`src/rtl/alu_arb_pkg.sv`:
```
// Shared definitions for the two-requester ALU arbiter.
// Holds the ALU opcode constants, the arbiter FSM state type and the
// default operand width used by alu_arbiter and ALU.
package alu_arb_pkg;

  localparam int unsigned ALU_ARB_DATA_WIDTH = 32;
  localparam int unsigned OP_WIDTH           = 4;
  localparam int unsigned CNT_WIDTH          = 16;

  typedef logic [OP_WIDTH-1:0] alu_op_t;

  localparam alu_op_t ALU_AND = 4'b0000;
  localparam alu_op_t ALU_OR  = 4'b0001;
  localparam alu_op_t ALU_ADD = 4'b0010;
  localparam alu_op_t ALU_SUB = 4'b0110;

  typedef enum logic [1:0] {
    ST_IDLE = 2'd0,
    ST_EXEC = 2'd1,
    ST_RESP = 2'd2
  } arb_state_e;

endpackage

```
`src/rtl/ALU.sv`:
```
// Combinational ALU shared by the arbiter.
// Ports:
//   a_i, b_i    operands
//   op_i        opcode (ADD/SUB/AND/OR; unknown codes add)
//   result_c_o  result, wraps modulo 2^WIDTH
//   zero_c_o    high when result_c_o is zero
module ALU
  import alu_arb_pkg::*;
#(
  parameter int unsigned WIDTH = ALU_ARB_DATA_WIDTH
) (
  input  logic [WIDTH-1:0] a_i,
  input  logic [WIDTH-1:0] b_i,
  input  alu_op_t          op_i,
  output logic [WIDTH-1:0] result_c_o,
  output logic             zero_c_o
);

  always_comb begin
    result_c_o = a_i + b_i;
    case (op_i)
      ALU_ADD: result_c_o = a_i + b_i;
      ALU_SUB: result_c_o = a_i - b_i;
      ALU_AND: result_c_o = a_i & b_i;
      ALU_OR:  result_c_o = a_i | b_i;
      default: result_c_o = a_i + b_i;
    endcase
    zero_c_o = (result_c_o == '0);
  end

endmodule

```
`src/rtl/alu_arbiter.sv`:
```
// Shares one ALU between two requesters with a round-robin grant.
// FSM: IDLE (grant + latch operands) -> EXEC (compute, register result)
//      -> RESP (hold response until rsp_ready).
// Ports:
//   clk, rst                 clock, synchronous active-high reset
//   rqN_valid/rqN_ready      requester N handshake (ready pulses on grant)
//   rqN_a, rqN_b, rqN_op     requester N operands and opcode
//   rsp_valid/rsp_ready      response handshake
//   rsp_id, rsp_result, rsp_zero  response payload
// Optional (macro ALU_ARB_STATS_EN): grant_cnt0, grant_cnt1 saturating
// 16-bit per-requester grant counters.
module alu_arbiter
  import alu_arb_pkg::*;
#(
  parameter int unsigned DATA_WIDTH = ALU_ARB_DATA_WIDTH
) (
  input  logic                  clk,
  input  logic                  rst,
  input  logic                  rq0_valid,
  output logic                  rq0_ready,
  input  logic [DATA_WIDTH-1:0] rq0_a,
  input  logic [DATA_WIDTH-1:0] rq0_b,
  input  logic [OP_WIDTH-1:0]   rq0_op,
  input  logic                  rq1_valid,
  output logic                  rq1_ready,
  input  logic [DATA_WIDTH-1:0] rq1_a,
  input  logic [DATA_WIDTH-1:0] rq1_b,
  input  logic [OP_WIDTH-1:0]   rq1_op,
  output logic                  rsp_valid,
  input  logic                  rsp_ready,
  output logic                  rsp_id,
  output logic [DATA_WIDTH-1:0] rsp_result,
  output logic                  rsp_zero
`ifdef ALU_ARB_STATS_EN
  ,
  output logic [CNT_WIDTH-1:0]  grant_cnt0,
  output logic [CNT_WIDTH-1:0]  grant_cnt1
`endif
);

  arb_state_e            state_q, state_d;
  logic                  ptr_q, ptr_d;
  logic                  gnt0, gnt1;
  logic [DATA_WIDTH-1:0] a_q, b_q;
  alu_op_t               op_q;
  logic                  id_q;
  logic                  rsp_id_q, rsp_zero_q;
  logic [DATA_WIDTH-1:0] rsp_result_q;
  logic [DATA_WIDTH-1:0] alu_result;
  logic                  alu_zero;

  // State register
  always_ff @(posedge clk) begin
    if (rst) state_q <= ST_IDLE;
    else     state_q <= state_d;
  end

  // Next-state and pointer update
  always_comb begin
    state_d = state_q;
    ptr_d   = ptr_q;
    case (state_q)
      ST_IDLE: if (rq0_valid || rq1_valid) state_d = ST_EXEC;
      ST_EXEC: state_d = ST_RESP;
      ST_RESP: if (rsp_ready) state_d = ST_IDLE;
      default: state_d = ST_IDLE;
    endcase
    // Pointer always moves to the requester that was not granted
    if (gnt0)      ptr_d = 1'b1;
    else if (gnt1) ptr_d = 1'b0;
  end

  // Grant and handshake outputs; reset masks them in the same cycle
  always_comb begin
    gnt0      = 1'b0;
    gnt1      = 1'b0;
    rsp_valid = 1'b0;
    if (!rst) begin
      case (state_q)
        ST_IDLE: begin
          if (rq0_valid && rq1_valid) begin
            gnt0 = ~ptr_q;
            gnt1 = ptr_q;
          end else begin
            gnt0 = rq0_valid;
            gnt1 = rq1_valid;
          end
        end
        ST_RESP: rsp_valid = 1'b1;
        default: ;
      endcase
    end
  end

  assign rq0_ready = gnt0;
  assign rq1_ready = gnt1;

  // Operand latch on grant, result capture in EXEC
  always_ff @(posedge clk) begin
    if (rst) begin
      ptr_q        <= 1'b0;
      a_q          <= '0;
      b_q          <= '0;
      op_q         <= ALU_AND;
      id_q         <= 1'b0;
      rsp_id_q     <= 1'b0;
      rsp_result_q <= '0;
      rsp_zero_q   <= 1'b0;
    end else begin
      ptr_q <= ptr_d;
      if (gnt0 || gnt1) begin
        a_q  <= gnt1 ? rq1_a  : rq0_a;
        b_q  <= gnt1 ? rq1_b  : rq0_b;
        op_q <= gnt1 ? rq1_op : rq0_op;
        id_q <= gnt1;
      end
      if (state_q == ST_EXEC) begin
        rsp_result_q <= alu_result;
        rsp_zero_q   <= alu_zero;
        rsp_id_q     <= id_q;
      end
    end
  end

  assign rsp_id     = rsp_id_q;
  assign rsp_result = rsp_result_q;
  assign rsp_zero   = rsp_zero_q;

  ALU #(
    .WIDTH (DATA_WIDTH)
  ) u_alu (
    .a_i        (a_q),
    .b_i        (b_q),
    .op_i       (op_q),
    .result_c_o (alu_result),
    .zero_c_o   (alu_zero)
  );

`ifdef ALU_ARB_STATS_EN
  logic [CNT_WIDTH-1:0] cnt0_q, cnt1_q;

  // Saturating per-requester grant counters
  always_ff @(posedge clk) begin
    if (rst) begin
      cnt0_q <= '0;
      cnt1_q <= '0;
    end else begin
      if (gnt0 && (cnt0_q != '1)) cnt0_q <= cnt0_q + CNT_WIDTH'(1);
      if (gnt1 && (cnt1_q != '1)) cnt1_q <= cnt1_q + CNT_WIDTH'(1);
    end
  end

  assign grant_cnt0 = cnt0_q;
  assign grant_cnt1 = cnt1_q;
`endif

endmodule

```
`config.mk`:
```
export PLATFORM = sky130hd
export DESIGN_NAME = alu_arbiter
export DESIGN_NICKNAME = d
export VERILOG_FILES = /design/src/rtl/alu_arb_pkg.sv /design/src/rtl/ALU.sv /design/src/rtl/alu_arbiter.sv
export SDC_FILE = /design/constraint.sdc
export NUM_CORES = 1
export LEC_CHECK = 0
export CAP_MARGIN = 15
export CORE_UTILIZATION = 51
export DETAILED_ROUTE_END_ITERATION = 7
export GPL_TIMING_DRIVEN = 0
export PLACE_DENSITY_LB_ADDON = 0.08
export SLEW_MARGIN = 20
export SYNTH_ARGS = -nofsm -noshare
export SYNTH_HDL_FRONTEND = slang
export SYNTH_SLANG_ARGS = --single-unit
```
`constraint.sdc`:
```
create_clock -name clk -period 5.76 [get_ports clk]
set_clock_uncertainty 0.2 [all_clocks]
set_input_delay 0.864 -clock clk [delete_from_list [all_inputs] [get_ports clk]]
set_output_delay 0.864 -clock clk [all_outputs]
set_load 0.02 [all_outputs]
```
==> metrics, run 1 <==
outcome=finished clean; actual slew at the worst max-slew pin=0.804 ns; CTS tree=yes; met2 Use GR=0.519; WS Path Type=flop to flop; IO buf count=176; vias=8097; Post-synth EDFFs=0; CP Capture Type=flop; initial core utilization=0.526; unique cell type count in the Yosys netlist=74; # fillers=1245; # diodes=0; violation count after the first detailed-route iteration=524; total gr overflow=0; Worst-Skew Late Latency=0.36 ns; Power Density=295 nW/um^2; die area=14900 um^2; Mapped Area=around 7400 um^2; Area Growth Syn to Fin=31.3%; multi-input logic area=4850 um^2; routed length per instance=~18 um; Routed Antenna Nets=0; CTS Buf Count=9; largest net degree at the start of global routing=20; final WL=24400 um; DR pass1 iterations=5; worst-path fanout max=19; I/O pin count=~180; antenna violations before repair=0; total track usage=0.330; gpl congestion=0.952; CP arrival=5.43 ns; max_slew headroom=0.464; R2R depth=19; root buf cell=clkbuf_16; Net Count, Synth=1161; Peak supply drop=0.185 mV; Clock transition at path regs=~0.070 ns; most frequent cell after synthesis=dfxtp_1; vias in the first global route=between 7000 and 8000; share of layout cells above drive strength 1=0.0332; Top Usage Layer GRT=met2; layout net count=between 1000 and 1500; Pleak=0.00356 uW; Avg Inst Size Synth=7.47 um^2; overall power=2850 uW; register area=2120 um^2; Setup crit start kind=flop; hold path depth=2; post-CTS setup buffers=0; post-route minimum period=between 5 and 6 ns; Max Cap Viol=0; maximum clock path buffer count=2; synth cell count leaders=106 x dfxtp_1, 87 x o21ai_0, 85 x a21oi_1; die height=122 um; Net Sw Frac=0.398; Most used DFF post-synth=dfxtp_1; DRC viols=0; Core Box Area=14000 um^2; fmax=0.188 GHz; HP Class=flop to flop; number of synthesized register bits=106; Die Span X=between 100 and 150 um; clock share of power=0.232; number of synthesis warnings=0; setup ws final=0.441 ns; CTS sink cnt=106; P_sw=1130 uW; Int Pwr=1710 uW; RSZ-0062 raised after global routing=no; Yosys top cell area share=0.288; largest cells by area after synthesis=dfxtp_1 29%, o21ai_0 5.9%, a21oi_1 5.8%, ha_1 5.8%, nand3_1 5.4%; routing usage on met1=0.465; crit share post-route=0.923; Finish-stage setup viols=0; asr flop ratio synth=0; Gate Count Post-Synth=between 900 and 1000; Final Hold Vio Count=0; HPWL Detailed=19600 um; sequential power share=0.319; std cell rows=43; Critical Path RT=5.87 ns; top cell type by total area after synthesis=dfxtp_1; Layout Utilization=0.690; global-route wire length before repair=about 38000 um; H-tree depth=3; Global Route met3 Usage=0.0435; vias per cell=5.98; Comb power frac=0.449; post-place setup slack=-0.601 ns; pins over their slew limit=0; sequential cell area fraction in the yosys report=0.288
logic make-up (layout without fill, tap and decap cells):
| logic type | Yosys count | in the layout | share of synthesized area |
|---|---|---|---|
| AOI/OAI and AO/OA | 359 | 359 | 0.300 |
| xor gates and xnor gates | 51 | 51 | 0.0607 |
| adders and majority gates | 49 | 49 | 0.0796 |
| buffers and inverters | 98 | 288 | 0.0520 |
| DFF | 106 | 106 | 0.288 |
| muxes | 4 | 4 | 0.00544 |
| and+or+nand+nor | 318 | 318 | 0.214 |
registers in the layout (all words and copies together), names as in the netlist:
name,flops
a_q,32
b_q,32
rsp_result,32
op_q,4
state_q,2
id_q,1
ptr_q,1
rsp_id,1
rsp_zero,1
stage by stage:
stage / instance area, um^2 / setup TNS (ns) / hold slack [ns] / instances
2_1_floorplan: 7360 / 0 / 0.226 / 985
3_3_place_gp: 9350 / -1.20 / 0.239 / 1341
3_5_place_dp: 9350 / -1.53 / 0.243 / 1341
4_1_cts: 9660 / 0 / 0.254 / 1356
5_1_grt: 9660 / 0 / 0.279 / 1355
6_report: 9660 / 0 / 0.249 / 1355
what timing repair did:
action,CTS,global route
hold buffers,0,0
resized for setup,2,5
setup endpoints to repair,8,3
hold endpoints to repair,0,0
pin swaps,0,0
routing by layer:
| layer | vias up | share of wire |
|---|---|---|
| li1 | 4031 | - |
| met1 | 3672 | 0.46 |
| met2 | 362 | 0.44 |
| met3 | 32 | 0.079 |
| met4 | 0 | 0.020 |
| met5 | - | 0 |
power groups by stage:
stage / combinational (uW) / sequential [uW] / clock, uW
2_1_floorplan: 842 / 922 / 0
3_3_place_gp: 1240 / 915 / 0
3_5_place_dp: 1250 / 918 / 0
4_1_cts: 1260 / 902 / 658
5_1_grt: 1410 / 917 / 681
6_report: 1280 / 908 / 660
final cells by class:
type / count / share of cell area
buffer: 81 / 0.0337
multi-input combinational: 781 / 0.503
clock inverter: 4 / 0.00583
clock buffer: 12 / 0.0266
tap: 180 / 0.0233
inverter: 15 / 0.00583
sequential: 106 / 0.220
timing repair buffer: 176 / 0.182
cells in the final DEF, fill, tap and decap left out, types with 3 or more instances in the layout:
| cell | synthesis | layout |
|---|---|---|
| o221ai_1 | 7 | 7 |
| nand2_1 | 68 | 68 |
| a21oi_1 | 85 | 85 |
| or2_1 | 3 | 3 |
| o211ai_1 | 9 | 9 |
| maj3_1 | 14 | 14 |
| xnor2_1 | 34 | 34 |
| o21bai_1 | 4 | 4 |
| and2_1 | 5 | 5 |
| clkbuf_1 | 70 | 66 |
| nand4_1 | 11 | 11 |
| a31oi_1 | 10 | 10 |
| o31ai_1 | 8 | 8 |
| nor2b_1 | 7 | 7 |
| nand2b_1 | 5 | 5 |
| mux2i_1 | 4 | 4 |
| a41oi_1 | 4 | 4 |
| xor2_1 | 17 | 17 |
| ha_1 | 34 | 34 |
| a211oi_1 | 20 | 20 |
| nor2_1 | 70 | 70 |
| clkbuf_2 | 1 | 3 |
| dfxtp_1 | 106 | 105 |
| clkbuf_16 | 0 | 9 |
| o22ai_1 | 62 | 62 |
| nand3_1 | 80 | 80 |
| nand4b_1 | 3 | 3 |
| a21o_1 | 20 | 20 |
| inv_1 | 14 | 14 |
| nor3b_1 | 4 | 4 |
| buf_2 | 5 | 5 |
| nor4_1 | 3 | 3 |
| o21ai_1 | 17 | 17 |
| or3_1 | 4 | 4 |
| nor3_1 | 33 | 33 |
| and3_1 | 8 | 8 |
| o21ai_0 | 87 | 87 |
| buf_1 | 6 | 6 |
| clkdlybuf4s50_1 | 0 | 176 |
critical path, cell delays in order (launching register included):
cell,delay (ns)
dfxtp_2,0.45
clkbuf_2,0.28
clkbuf_4,0.33
nand4bb_1,0.34
clkbuf_2,0.31
o41ai_1,0.14
xor2_1,0.16
ha_1,0.29
clkbuf_1,0.32
nand4_1,0.24
a211oi_1,0.31
o21ai_1,0.18
nand2_1,0.17
nor3_1,0.07
a221oi_1,0.42
nand4_1,0.16
nor4_1,0.37
nand4_1,0.14
nor4_1,0.21
a31o_1,0.17
path summary, 6_finish.rpt:
kind / startpoint / end / slack [ns]
min: rsp_result[1]$_SDFFE_PP0N_ / rsp_result[1]$_SDFFE_PP0N_ / 0.25
max reg2reg: op_q[0]$_SDFFE_PP0P_ / rsp_zero$_SDFFE_PP0N_ / 0.44
min reg2reg: rsp_result[1]$_SDFFE_PP0N_ / rsp_result[1]$_SDFFE_PP0N_ / 0.25
max: op_q[0]$_SDFFE_PP0P_ / rsp_zero$_SDFFE_PP0N_ / 0.44
No activity file was read; power rests on OpenSTA's default activity.
==> run 2: changes to the inputs <==
--- a/config.mk
+++ b/config.mk
@@ -7,8 +7,9 @@
 export LEC_CHECK = 0
 export CAP_MARGIN = 15
+export CORE_ASPECT_RATIO = 0.6
 export CORE_UTILIZATION = 51
 export DETAILED_ROUTE_END_ITERATION = 7
 export GPL_TIMING_DRIVEN = 0
-export PLACE_DENSITY_LB_ADDON = 0.08
+export PLACE_DENSITY = 0.82
 export SLEW_MARGIN = 20
 export SYNTH_ARGS = -nofsm -noshare
--- a/constraint.sdc
+++ b/constraint.sdc
@@ -3,3 +3,3 @@
 set_input_delay 0.864 -clock clk [delete_from_list [all_inputs] [get_ports clk]]
 set_output_delay 0.864 -clock clk [all_outputs]
-set_load 0.02 [all_outputs]
+set_load 0.01 [all_outputs]
==> run 2 against run 1 <==
Worst setup slack worse by 0.13 ns. Critical path depth down 2. Count of clock-buffer cells in the layout down 2. Hold slack improved by 0.0019 ns. Critical endpoint unchanged.
==> metrics, run 2 (synthesis gave the netlist of run 1 again) <==
outcome=finished clean; Peak supply drop=0.157 mV; crit share post-route=0.945; routed length on met3=3690 um; CTS Buf Count=9; worst path buffer plus inverter count=3; WHS=0.251 ns; Finish-stage setup viols=0; RSZ-0062 raised after global routing=no; post-CTS setup buffers=0; FF-to-FF setup slack=0.32 ns; Post-DP Area=between 9000 and 10000 um^2; post-route minimum period=5.44 ns; CTS tree=yes; Worst-Skew Late Latency=0.35 ns; violation count after the first detailed-route iteration=between 1000 and 1500; critical path startpoint=op_q[0]$_SDFFE_PP0P_; Critical Path Slowest Stage Cell=fa_1; met1 wire length=13100 um; CP max stage delay=between 0.4 and 0.5 ns; gpl congestion=0.965; die height=roughly 95 um; actual slew at the worst max-slew pin=0.840 ns; Routed Antenna Nets=0; CP Capture Type=flop; std cell rows=33; routed length per instance=20.2 um; maximum clock path buffer count=2; CP Cell Sequence=clkbuf_2, clkbuf_4, nand4bb_1, clkbuf_2, a21o_1, fa_1, nor2b_1, o2111ai_1, a211oi_1, nor3_1, nor3_1, a41oi_1, xnor2_1, a21oi_1, nand4b_1, nor4_1, a31o_1; root buf cell=clkbuf_16; Final Hold Vio Count=0; H-tree depth=3; overall power=2840 uW; Setup crit start kind=flop; die area=14900 um^2; dpl cells=about 1400; Critical Path RT=5.85 ns; capturing point of the worst reg2reg path=rsp_zero$_SDFFE_PP0N_; DRC viols=0; largest net degree at the start of global routing=20; most common cell after layout, fill and taps aside=clkdlybuf4s50_1; timing endpoint of the critical path=rsp_zero$_SDFFE_PP0N_; WL met2=between 10000 and 15000 um; Core Box Area=13900 um^2; vias per cell=6.20; CTS sink cnt=106; DR pass1 iterations=6; HPWL Detailed=~23000 um; Pleak=0.00355 uW; global-route wire length before repair=42100 um; CP Depth=17; share of layout cells above drive strength 1=0.0332; layout net count=1345; vias in the first global route=7478; fin area=roughly 9600 um^2; WS Path Type=flop to flop; worst-path fanout max=19; most frequent cells in the layout=176 x clkdlybuf4s50_1, 105 x dfxtp_1, 87 x o21ai_0, 85 x a21oi_1, 80 x nand3_1; IO buf count=176; CP top delay family=compound AO/OA/AOI/OAI gates; antenna violations before repair=0; fmax=0.184 GHz; non-filler instance count after layout=1366; total track usage=0.374; final WL=between 20000 and 30000 um; Power Density=294 nW/um^2; pins over their slew limit=0; initial core utilization=0.530; Top Layer Used=met4; RR Startpoint=op_q[0]$_SDFFE_PP0P_; HP Class=flop to flop; CP arrival=roughly 5.5 ns; Max Cap Viol=0; vias=around 8500; I/O pin count=between 150 and 200; Die Span X=about 160 um; max_slew headroom=0.436; Hold Buf Count CTS=0; R2R depth=17; total gr overflow=0; Area Growth Syn to Fin=31.0%; Clock transition at path regs=about 0.07 ns; # diodes=0
## run 2: area by class of cell
type                    instances  area (um^2)
repair buffers                176         1760
clock inverters                 6         57.6
clock buffers                  10          229
multi-input cells             781         4850
well taps                     192          240
fillers                      1206         4230
inverters                      15         56.3
plain buffers                  80          322
flip-flops and latches        106         2120
## run 2: power by group
group / switching [uW] / total (uW) / internal, uW
Sequential: 103 / 920 / 817
Clock: 308 / 612 / 304
Combinational: 773 / 1310 / 533
Total: 1180 / 2840 / 1650
## run 2: worst min-delay path by stage
stage	from	endpoint	slack [ns]	cells after the start
after floorplan	id_q$_SDFFE_PP0P_	id_q$_SDFFE_PP0P_	0.23	1
after global placement	id_q$_SDFFE_PP0P_	id_q$_SDFFE_PP0P_	0.23	1
after detailed placement	id_q$_SDFFE_PP0P_	id_q$_SDFFE_PP0P_	0.24	1
after CTS	rsp_result[7]$_SDFFE_PP0N_	rsp_result[7]$_SDFFE_PP0N_	0.25	2
after global routing	rsp_result[0]$_SDFFE_PP0N_	rsp_result[0]$_SDFFE_PP0N_	0.27	2
final	rsp_result[7]$_SDFFE_PP0N_	rsp_result[7]$_SDFFE_PP0N_	0.25	2
## run 2: per-stage QoR
stage / utilization / setup slack [ns] / TNS (ns)
3_5_place_dp: 0.675 / -0.848 / -4.67
2_1_floorplan: - / 0.927 / 0
4_1_cts: 0.696 / 0.117 / 0
5_1_grt: 0.695 / 0.0863 / 0
3_3_place_gp: 0.675 / -0.912 / -6.21
6_report: 0.695 / 0.315 / 0
## run 2: tightest hold or removal path, cell delays in order, from the launching register on
cell and delay [ns]:
dfxtp_1 0.31, nand2_1 0.05, a21oi_1 0.05
## run 2: metal layers
metal / vias up / GRT usage
met5: - / 0
met4: 0 / 0.0817
met2: 523 / 0.497
met1: 3877 / 0.574
li1: 4046 / -
met3: 29 / 0.113
## run 2: repair_timing
action | in CTS | in global routing
gates cloned | 0 | 0
setup endpoints to repair | 15 | 4
gates resized for setup | 4 | 1
==> run 3: changes to the inputs <==
Settings changed: CORE_UTILIZATION 51 to 52, CTS_BUF_LIST from default to sky130_fd_sc_hd__clkbuf_4 sky130_fd_sc_hd__clkbuf_8, PLACE_DENSITY 0.82 to 0.83.
==> run 3 against run 2 <==
Fmax grew 2.2%. Sequential cell count is the same. Cell count is essentially flat. Power shrank 4.6%. Worst setup slack gained 0.12 ns. Sequential power shrank 0.5%. Highest routed layer unchanged.
==> metrics, run 3 (synthesis gave the netlist of run 1 again) <==
CP max stage delay=0.54 ns; CP Capture Type=flop; critical path startpoint=op_q[0]$_SDFFE_PP0P_; Critical Path Slowest Stage Cell=a2111oi_1; capturing point of the worst reg2reg path=rsp_zero$_SDFFE_PP0N_; register area=around 2100 um^2; CTS sink cnt=106; die height=94.1 um; # diodes=0; Finish-stage setup viols=0; worst path buffer plus inverter count=4; most common cell after layout, fill and taps aside=clkdlybuf4s50_1; Clock transition at path regs=0.11 ns; share of layout cells above drive strength 1=0.0349; IO buf count=roughly 180; post-route minimum period=approximately 5.3 ns; outcome=finished clean; worst-path fanout max=19; fmax=approximately 0.19 GHz; Peak supply drop=0.133 mV; std cell rows=33; initial core utilization=0.535; layout net count=1346; total gr overflow=0; Fin Setup TNS=0 ns; RR Startpoint=op_q[0]$_SDFFE_PP0P_; Hold Buf Count CTS=0; largest net degree at the start of global routing=21; CTS Buf Count=9; violation count after the first detailed-route iteration=~850; maximum clock path buffer count=2; HP Class=flop to flop; HPWL Detailed=21900 um; timing endpoint of the critical path=rsp_zero$_SDFFE_PP0N_; vias=8521; pins over their slew limit=0; Die Span X=156 um; DRC viols=0; DR pass1 iterations=5; actual slew at the worst max-slew pin=0.787 ns; Critical Path RT=5.91 ns; max_slew headroom=0.471; FF-to-FF setup slack=between 0.4 and 0.5 ns; post-CTS setup buffers=0; Routed Antenna Nets=0; R2R depth=18; most frequent CP cell=a21oi_1; CP Cell Sequence=clkbuf_2, buf_2, nand4bb_1, clkbuf_2, o41ai_1, xor2_1, ha_1, clkbuf_1, nand4_1, a2111oi_1, nor3_1, a21oi_1, a21oi_1, xnor2_1, a21oi_1, nand4b_1, nor4_1, a31o_1; most frequent cells in the layout=176 x clkdlybuf4s50_1, 105 x dfxtp_1, 87 x o21ai_0, 85 x a21oi_1, 80 x nand3_1; setup ws final=0.432 ns; total track usage=0.370; global-route wire length before repair=41300 um; antenna violations before repair=0; WS Path Type=flop to flop; gpl congestion=slightly above 1; H-tree depth=3; Max Cap Viol=0; CP arrival=5.47 ns; root buf cell=clkbuf_8; Core Box Area=13700 um^2; die area=14600 um^2; Final Hold Vio Count=0; RSZ-0062 raised after global routing=no; overall power=2710 uW; Setup crit start kind=flop; CP top delay family=compound AO/OA/AOI/OAI gates; CP Depth=18; Worst-Skew Late Latency=0.40 ns; multi-input logic area=4860 um^2; crit share post-route=0.925; vias in the first global route=7528; Pleak=0.00351 uW; CTS tree=yes; Area Growth Syn to Fin=30.1%; I/O pin count=around 180; final WL=between 20000 and 30000 um; # fillers=1172; vias per cell=6.23; routed length per instance=19.6 um; Power Density=283 nW/um^2; post-place setup slack=-0.695 ns
run 3: layout make-up:
type,count,share of cell area
multi-input cells,781,0.508
clock inverters,6,0.00706
well taps,192,0.0251
plain buffers,81,0.0337
repair buffers,176,0.184
clock buffers,10,0.0144
flip-flops and latches,106,0.222
inverters,15,0.00588
run 3: worst min-delay path by stage:
| stage | start | cells after the start | endpoint |
|---|---|---|---|
| floorplan | id_q$_SDFFE_PP0P_ | 1 | id_q$_SDFFE_PP0P_ |
| CTS | rsp_result[1]$_SDFFE_PP0N_ | 2 | rsp_result[1]$_SDFFE_PP0N_ |
| detailed placement | rsp_result[1]$_SDFFE_PP0N_ | 2 | rsp_result[1]$_SDFFE_PP0N_ |
| global route | rsp_result[7]$_SDFFE_PP0N_ | 2 | rsp_result[7]$_SDFFE_PP0N_ |
| finish | rsp_result[7]$_SDFFE_PP0N_ | 2 | rsp_result[7]$_SDFFE_PP0N_ |
| global placement | id_q$_SDFFE_PP0P_ | 1 | id_q$_SDFFE_PP0P_ |
run 3: worst min-delay path: stages (launching register included):
cell and delay (ns):
dfxtp_1 0.33, nand2_1 0.05, a21oi_1 0.05
run 3: stage by stage:
step                area, um^2  instances  utilization  hold slack [ns]
detailed placement        9360       1353        0.681            0.251
finish                    9570       1367        0.696            0.263
global placement          9360       1353        0.681            0.237
floorplan                 7360        985            -            0.226
global route              9570       1367        0.696            0.284
CTS                       9560       1367        0.695            0.266
run 3: per-layer routing:
layer | vias to the layer above | track usage | wire length (um)
met5 | - | 0 | 0
met2 | 479 | 0.515 | 10500
met1 | 3976 | 0.552 | 12700
met3 | 25 | 0.112 | 3430
met4 | 0 | 0.0637 | 249
li1 | 4041 | - | -
run 3: timing repair:
action,in CTS,in global routing
setup endpoints to repair,10,4
resized for setup,3,5
gates cloned,0,0
run 3: report_power, final:
part           internal (uW)  switching (uW)  total, uW
clock                    183             303        486
sequential               817            98.3        915
combinational            534             771       1310
total                   1530            1170       2710
